==> config.mk <==
export PLATFORM = sky130hd
export DESIGN_NAME = fifo_sync_param
export DESIGN_NICKNAME = d
export VERILOG_FILES = /design/src/rtl/fifo_sync_param.sv
export SDC_FILE = /design/constraint.sdc
export NUM_CORES = 1
export LEC_CHECK = 0
export CORE_MARGIN = 2
export CORE_UTILIZATION = 64
export CTS_CLUSTER_DIAMETER = 50
export DETAILED_ROUTE_END_ITERATION = 7
export GPL_ROUTABILITY_DRIVEN = 0
export GPL_TIMING_DRIVEN = 0
export PLACE_DENSITY_LB_ADDON = 0.05
export REMOVE_ABC_BUFFERS = 1
export SYNTH_ARGS = -nofsm -noshare
export SYNTH_HDL_FRONTEND = slang
export SYNTH_SLANG_ARGS = --single-unit
==> constraint.sdc <==
create_clock -name clk -period 6.3 [get_ports clk]
set_clock_uncertainty 0.05 [all_clocks]
set_input_delay 1.26 -clock clk [delete_from_list [all_inputs] [get_ports clk]]
set_output_delay 1.26 -clock clk [all_outputs]
set_load 0.005 [all_outputs]
==> src/rtl/fifo_sync_param.sv <==
// Synchronous single-clock FIFO with registered flags, error pulses and an
// optional first-word fall-through read port.
//
// Parameters:
//   WIDTH     data word width in bits
//   DEPTH     number of entries (power of two, >= 2)
//   AF_THRESH almost-full threshold  (count >= AF_THRESH)
//   AE_THRESH almost-empty threshold (count <= AE_THRESH)
//   FWFT      0 = registered read, 1 = first-word fall-through
//
// Ports:
//   clk, rst (async, active high), fifo_clr (sync flush)
//   fifo_wr_en / fifo_wr_data   write request and data
//   fifo_rd_en / fifo_rd_data   read request and data
//   fifo_full, fifo_empty, fifo_almost_full, fifo_almost_empty
//   fifo_count                  occupancy, $clog2(DEPTH)+1 bits
//   fifo_wr_err, fifo_rd_err    one-cycle rejected-access pulses
module fifo_sync_param #(
  parameter int WIDTH     = 8,
  parameter int DEPTH     = 16,
  parameter int AF_THRESH = DEPTH - 2,
  parameter int AE_THRESH = 2,
  parameter int FWFT      = 0
) (
  input  logic                       clk,
  input  logic                       rst,
  input  logic                       fifo_clr,
  input  logic                       fifo_wr_en,
  input  logic [WIDTH-1:0]           fifo_wr_data,
  input  logic                       fifo_rd_en,
  output logic [WIDTH-1:0]           fifo_rd_data,
  output logic                       fifo_full,
  output logic                       fifo_empty,
  output logic                       fifo_almost_full,
  output logic                       fifo_almost_empty,
  output logic [$clog2(DEPTH):0]     fifo_count,
  output logic                       fifo_wr_err,
  output logic                       fifo_rd_err
);

  localparam int AW = $clog2(DEPTH);
  localparam int CW = AW + 1;

  logic [WIDTH-1:0] mem [DEPTH];
  logic [AW-1:0]    wr_ptr;
  logic [AW-1:0]    rd_ptr;
  logic [CW-1:0]    count_nxt;
  logic             wr_acc;
  logic             rd_acc;
  logic             wr_rej;
  logic             rd_rej;

  // Acceptance uses the registered flags, so a read in the same cycle
  // never makes room for a write (and vice versa).
  assign wr_acc = fifo_wr_en & ~fifo_full  & ~fifo_clr;
  assign rd_acc = fifo_rd_en & ~fifo_empty & ~fifo_clr;
  assign wr_rej = fifo_wr_en &  fifo_full  & ~fifo_clr;
  assign rd_rej = fifo_rd_en &  fifo_empty & ~fifo_clr;

  always_comb begin
    count_nxt = fifo_count;
    if (fifo_clr) begin
      count_nxt = '0;
    end else begin
      case ({wr_acc, rd_acc})
        2'b10:   count_nxt = fifo_count + CW'(1);
        2'b01:   count_nxt = fifo_count - CW'(1);
        default: count_nxt = fifo_count;
      endcase
    end
  end

  always_ff @(posedge clk or posedge rst) begin
    if (rst) begin
      wr_ptr <= '0;
      rd_ptr <= '0;
    end else if (fifo_clr) begin
      wr_ptr <= '0;
      rd_ptr <= '0;
    end else begin
      if (wr_acc) wr_ptr <= wr_ptr + 1'b1;
      if (rd_acc) rd_ptr <= rd_ptr + 1'b1;
    end
  end

  // Flags are derived from the next count so they line up with
  // fifo_count in the same cycle.
  always_ff @(posedge clk or posedge rst) begin
    if (rst) begin
      fifo_count        <= '0;
      fifo_full         <= 1'b0;
      fifo_empty        <= 1'b1;
      fifo_almost_full  <= 1'b0;
      fifo_almost_empty <= 1'b1;
    end else begin
      fifo_count        <= count_nxt;
      fifo_full         <= (count_nxt == CW'(DEPTH));
      fifo_empty        <= (count_nxt == '0);
      fifo_almost_full  <= (count_nxt >= CW'(AF_THRESH));
      fifo_almost_empty <= (count_nxt <= CW'(AE_THRESH));
    end
  end

  always_ff @(posedge clk or posedge rst) begin
    if (rst) begin
      fifo_wr_err <= 1'b0;
      fifo_rd_err <= 1'b0;
    end else begin
      fifo_wr_err <= wr_rej;
      fifo_rd_err <= rd_rej;
    end
  end

  // Storage is deliberately not reset.
  always_ff @(posedge clk) begin
    if (wr_acc) mem[wr_ptr] <= fifo_wr_data;
  end

  generate
    if (FWFT != 0) begin : g_fwft
      // Head of queue shown directly; forced to zero while empty so the
      // port reads zero during reset.
      assign fifo_rd_data = fifo_empty ? '0 : mem[rd_ptr];
    end else begin : g_reg
      logic [WIDTH-1:0] rd_q;
      always_ff @(posedge clk or posedge rst) begin
        if (rst) begin
          rd_q <= '0;
        end else if (rd_acc) begin
          rd_q <= mem[rd_ptr];
        end
      end
      assign fifo_rd_data = rd_q;
    end
  endgenerate

endmodule
; Yosys cells after proc, flatten, opt, wreduce, memory -nomap -nowiden
; Memories as Yosys holds them, arrays and structs flattened. A register that Yosys moved wholly into a read port is not among the register bits.
; Index checks and enable logic that the tools add are counted.
[totals]
mem_bits_rw = 128
regBits = 19
mem_count = 1
in_bits = 13
elab_cells = 41
output_inout_bits = 19
[memory_table]
columns = memory, words, width, rd, rd_ports_with_merged_regs, wr, line
row1 = mem, 16, 8, 1, 1, 1, 44  ; logic [WIDTH-1:0] mem [DEPTH];
[classes]
reduce_logical = 3
n_addsub = 4
order_cmp = 2
eq_ne = 3
n_bitwise = 11
n_mux = 8
[op_table]
columns = cell, count
row1 = two-way mux 4 bit, 4
row2 = one-hot mux 5 bit (2 select lines), 1
row3 = adder 4 x 1 -> 4 bit (second input constant), 2
row4 = AND 1 bit, 8
row5 = adder 5 x 1 -> 5 bit (second input constant), 1
row6 = == test 5 bit (second input constant), 1
row7 = greater-or-equal comparator 5 x 4 -> 1 bit (second input constant), 1
row8 = less-or-equal comparator 5 x 2 -> 1 bit (second input constant), 1
row9 = zero test 5 bit, 1
row10 = two-way mux 5 bit, 1
row11 = subtractor 5 x 1 -> 5 bit (second input constant), 1
row12 = nonzero test 2 bit, 2
row13 = NOT 1 bit, 3
row14 = == test 2 x 1 -> 1 bit (second input constant), 1
row15 = == test 2 bit (second input constant), 1
row16 = two-way mux 1 bit, 2

; Depth between registers and ports, before layout
[logic_depth]
ltp_word = 7
depth_mapped = 11
mapped_depth_nobuf = 11

; Least setup slack after synthesis
; OpenSTA, ideal clock, no wires.
[synth_path]
path_kind = input port to flip-flop
startpoint = in fifo_clr
endpoint = reg fifo_full
stages = 9
required_time_ns = 6.113
setup_time_ns = 0.137
t_arrival_ns = 3.365
n_path_buf = 2
setup_slack_ns = 2.748
path_cell_list = or3b_4 > clkinv_2 > buf_2 > ha_1 > clkbuf_1 > or4_1 > a21oi_1 > nor2_1 > nor4b_1
[synth_via]
elab_chain_len = 6
elab_cells_between_ends = 8
classes_between = eq/ne: 3 / mux: 2 / bitwise: 3
[synth_lines]
columns = item, line
row1 = "start, declared", 27  ; input logic fifo_clr,
row2 = NOT 1 bit, "55, 56"
row3 = AND 1 bit (on tied branches), "56, 55"
row4 = == test 2 x 1 -> 1 bit or == test 2 bit (tied branches), 65  ; case ({wr_acc, rd_acc})
row5 = one-hot mux 5 bit (2 select lines), 65
row6 = two-way mux 5 bit *, 62  ; if (fifo_clr) begin
row7 = named net count_nxt[2], 47  ; logic [CW-1:0] count_nxt;
row8 = == test 5 bit *, 97  ; fifo_full <= (count_nxt == CW'(DEPTH));
row9 = "end signal, assigned", 97
row10 = "end, declared", 32  ; output logic fifo_full,
; The timed path passes the listed nets; every way through them passes the cells marked *.
; A chain may end at the register's enable or synchronous reset.

; Worst setup path in the final report
; Ends and elaborated chain as after synthesis.

==> metrics.cfg <==
[cts]
cts_buffers=17
worst_skew_pair.late_latency_ns=0.53
tritoncts_clock_tree=done
clock_tree.root_cell=clkbuf_8
clock_tree.htree_level_count=4
clkSlewWorstSetupHoldPaths_ns=0.06
postCtsSetupRepairBufs=0
ctsLongestPathBuffers=2
clock_sinks=155
ctsHoldBuffers=0
postcts_resize_cnt=0

[routing]
route.detailed.drc=0
detail-route-antenna-nets=0
drt_wl_total_um=11300
routed_wire_length_per_instance_um=21.6
drt_pass1_iterations=4
detailroute.via_count=3166
detail_route.iter0.violations=253
drt-vias-per-instance=6.03

[sta]
clock.fmax_ghz=0.223
timing_hold_violations_final=0
grt_setup_unrepaired=no
slew_violations=0
timing.final.crit_share=0.712
slew_headroom=0.320
setup_total_negative_slack_ns=0
min_period_ns=4.49
actual_slew_at_the_worst_max_slew_pin_ns=1.02
setup_viol=0

[pwr]
p_clk_frac=0.396
sequential_share_of_power=0.498
ir_worst_vdd_mv=0.232
static-leakage-power_nw=2.45
p_sw_w=0.000531
p_sw_frac=0.223
powerDensity_mw_per_mm2=328
internal-power_w=0.00185
power_frac_comb=0.106

[grt]
antenna_violations_before_repair=0
grt_util_met1=0.370
grt_max_degree=36
globalRouteMet3Util=0.0671
busiest_layer=met1
grt_first_pass_wirelength_um=17900
grt_pass1_vias=3167
globalRouteTotalUtil=0.242
overflow=0
met2_usage=0.352

[floorplan]
floorplan.io_pins=32
rows=36
dieWidth_um=103
design.die.area_mm2=0.0106
floorplan.core_area_mm2=0.00964
floorplan.initialDensity=0.651
chipHeight_um=103

[min_path]
hold_class=register to register
worst_hold_startpoint=fifo_rd_data[6]

[finish]
diodes=0
final_net_count=400
share_of_layout_cells_above_drive_strength_1=0.214
fin_cells=525
area_growth_syn_to_layout_pct=15.8

[critical_path]
worstSetupPathType=primary input to register
critPathRequiredTime_ns=6.63
crit-reg2reg-launch=fifo_empty
path_cells=clkdlybuf4s50_1 -> or3b_4 -> clkinv_2 -> nand2_2 -> xnor2_1 -> ha_1 -> a21o_1 -> and3_1 -> or4_1 -> a21oi_1 -> nor2_1 -> nor4b_1
startpoint_type=primary input
crit_start=fifo_clr
cp_data_arrival_time_ns=4.81
end_kind=register
worst_path_max_delay_cell=clkdlybuf4s50_1
slowest_delay_ns=0.79
worst-path-max-fanout=20

[logic_synthesis]
synthesis.area_per_instance_um2=18.1
yosys.area.top_type=edfxtp_1
yosysWarnings=0
synth-async-reset-ratio=0.174
yosysUniqueCellTypes=41
synth.ff_latch_count=155
synth_top_flop_cell=edfxtp_1
cell_count_after_synthesis=346
number_of_synthesized_flops_with_an_enable_pin=128
share_of_synthesized_area_occupied_by_flip_flops_and_latches=0.720
post-synth-top-area-fraction=0.612
mappedNetlistArea_mm2=0.00628
netlist_top_cells_area=edfxtp_1 (61%), mux4_2 (14%), dfrtp_1 (10%)

[placed_design]
dp.final_hpwl_um=7470
io_buffers=31
dpl.cell_count=493

[run]
max_cap_viol_count=0

[run_status]
outcome=finished clean

worst max-delay path, delay by kind of cell:
kind | cells | cell delay [ns]
fa+ha+maj | 1 | 0.19
xor+xnor | 1 | 0.15
buf+inv | 2 | 0.99
compound gates | 2 | 0.59
simple gates | 6 | 1.64
power by group through the flow:
| stage | sequential [W] | clock [W] | combinational, W |
|---|---|---|---|
| 2_1_floorplan | 0.00121 | 0 | 0.000122 |
| 3_3_place_gp | 0.00122 | 0 | 0.000227 |
| 3_5_place_dp | 0.00121 | 0 | 0.000252 |
| 4_1_cts | 0.00119 | 0.000958 | 0.000254 |
| 5_1_grt | 0.00119 | 0.000996 | 0.000278 |
| 6_report | 0.00119 | 0.000944 | 0.000252 |
final cells by class:
| class | instances | area, µm² |
|---|---|---|
| sequential | 155 | 4520 |
| fill | 583 | 2370 |
| multi-input combinational | 164 | 1660 |
| clock buffer | 18 | 418 |
| timing repair buffer | 33 | 338 |
| tap | 133 | 166 |
| clock inverter | 13 | 128 |
| inverter | 9 | 35.0 |
cells in the mapped netlist (2+ instances only):
cell and number:
or4_1 3, nand2_1 34, dfrtp_1 25, mux2i_1 2
and3_1 4, xor2_1 5, edfxtp_1 128, a21oi_1 6
ha_1 7, mux4_2 40, clkbuf_1 12, nand4_1 2
xnor2_1 5, nor2b_1 2, o211ai_1 2, a21o_1 2
nand2b_1 3, dfstp_2 2, nor2_1 27, inv_1 8
buf_2 4, nor3_1 4
logic make-up after synthesis:
family / Yosys count / synth area share
AND/OR/NAND/NOR: 84 / 0.0610
multiplexers: 43 / 0.149
XOR/XNOR: 10 / 0.0140
buffers and inverters: 27 / 0.0173
flip-flops: 155 / 0.720
AO/OA/AOI/OAI: 20 / 0.0247
adder cells (fa/ha/maj): 7 / 0.0140
final timing paths:
check / endpoint / slack, ns / cells after the start
min in group asynchronous: rd_ptr[1] / 1.24 / 2
worst min-delay path: fifo_rd_data[6] / 0.42 / 2
worst max register to register: fifo_full / 3.16 / 11
max in group asynchronous: rd_ptr[0] / 4.28 / 2
worst max-delay path: fifo_full / 1.81 / 12
worst min register to register: fifo_rd_data[6] / 0.42 / 2
registers in the layout (all words and copies together) (netlist names):
name	flops
fifo_rd_err	1
rd_ptr	4
fifo_rd_data	8
fifo_count	5
fifo_full	1
mem	128
fifo_wr_err	1
wr_ptr	4
fifo_almost_empty	1
fifo_empty	1
fifo_almost_full	1
layer usage:
layer / share of wire / wire, µm
met1: 0.47 / 5280
met4: 0.0043 / 49
met5: 0 / 0
met3: 0.058 / 662
met2: 0.47 / 5360
stage by stage:
stage                      util  hold WS (ns)  total power (W)  instance area, µm²  setup slack (ns)
after global placement    0.693         0.407          0.00145                6680              1.37
after detailed placement  0.695         0.414          0.00146                6700              1.34
after CTS                 0.752         0.428          0.00240                7250              1.88
after floorplan               -         0.420          0.00134                6200              2.64
final                     0.754         0.420          0.00238                7270              1.81
after global routing      0.754         0.466          0.00247                7270              1.56
cell usage in the layout (no fill, tap or decap), drive strengths merged, types with 2 or more instances in the layout:
cell,count
a21o,2
a21oi,7
and3,4
bufinv,2
clkbuf,19
clkdlybuf4s50,31
clkinv,8
clkinvlp,3
dfrtp,25
dfstp,2
edfxtp,128
ha,7
inv,9
mux2i,2
mux4,40
nand2,35
nand2b,3
nand4,2
nor2,27
nor2b,2
nor3,4
o211ai,2
or4,4
xnor2,5
xor2,5
Note: power is estimated with default switching activity, not from simulation.
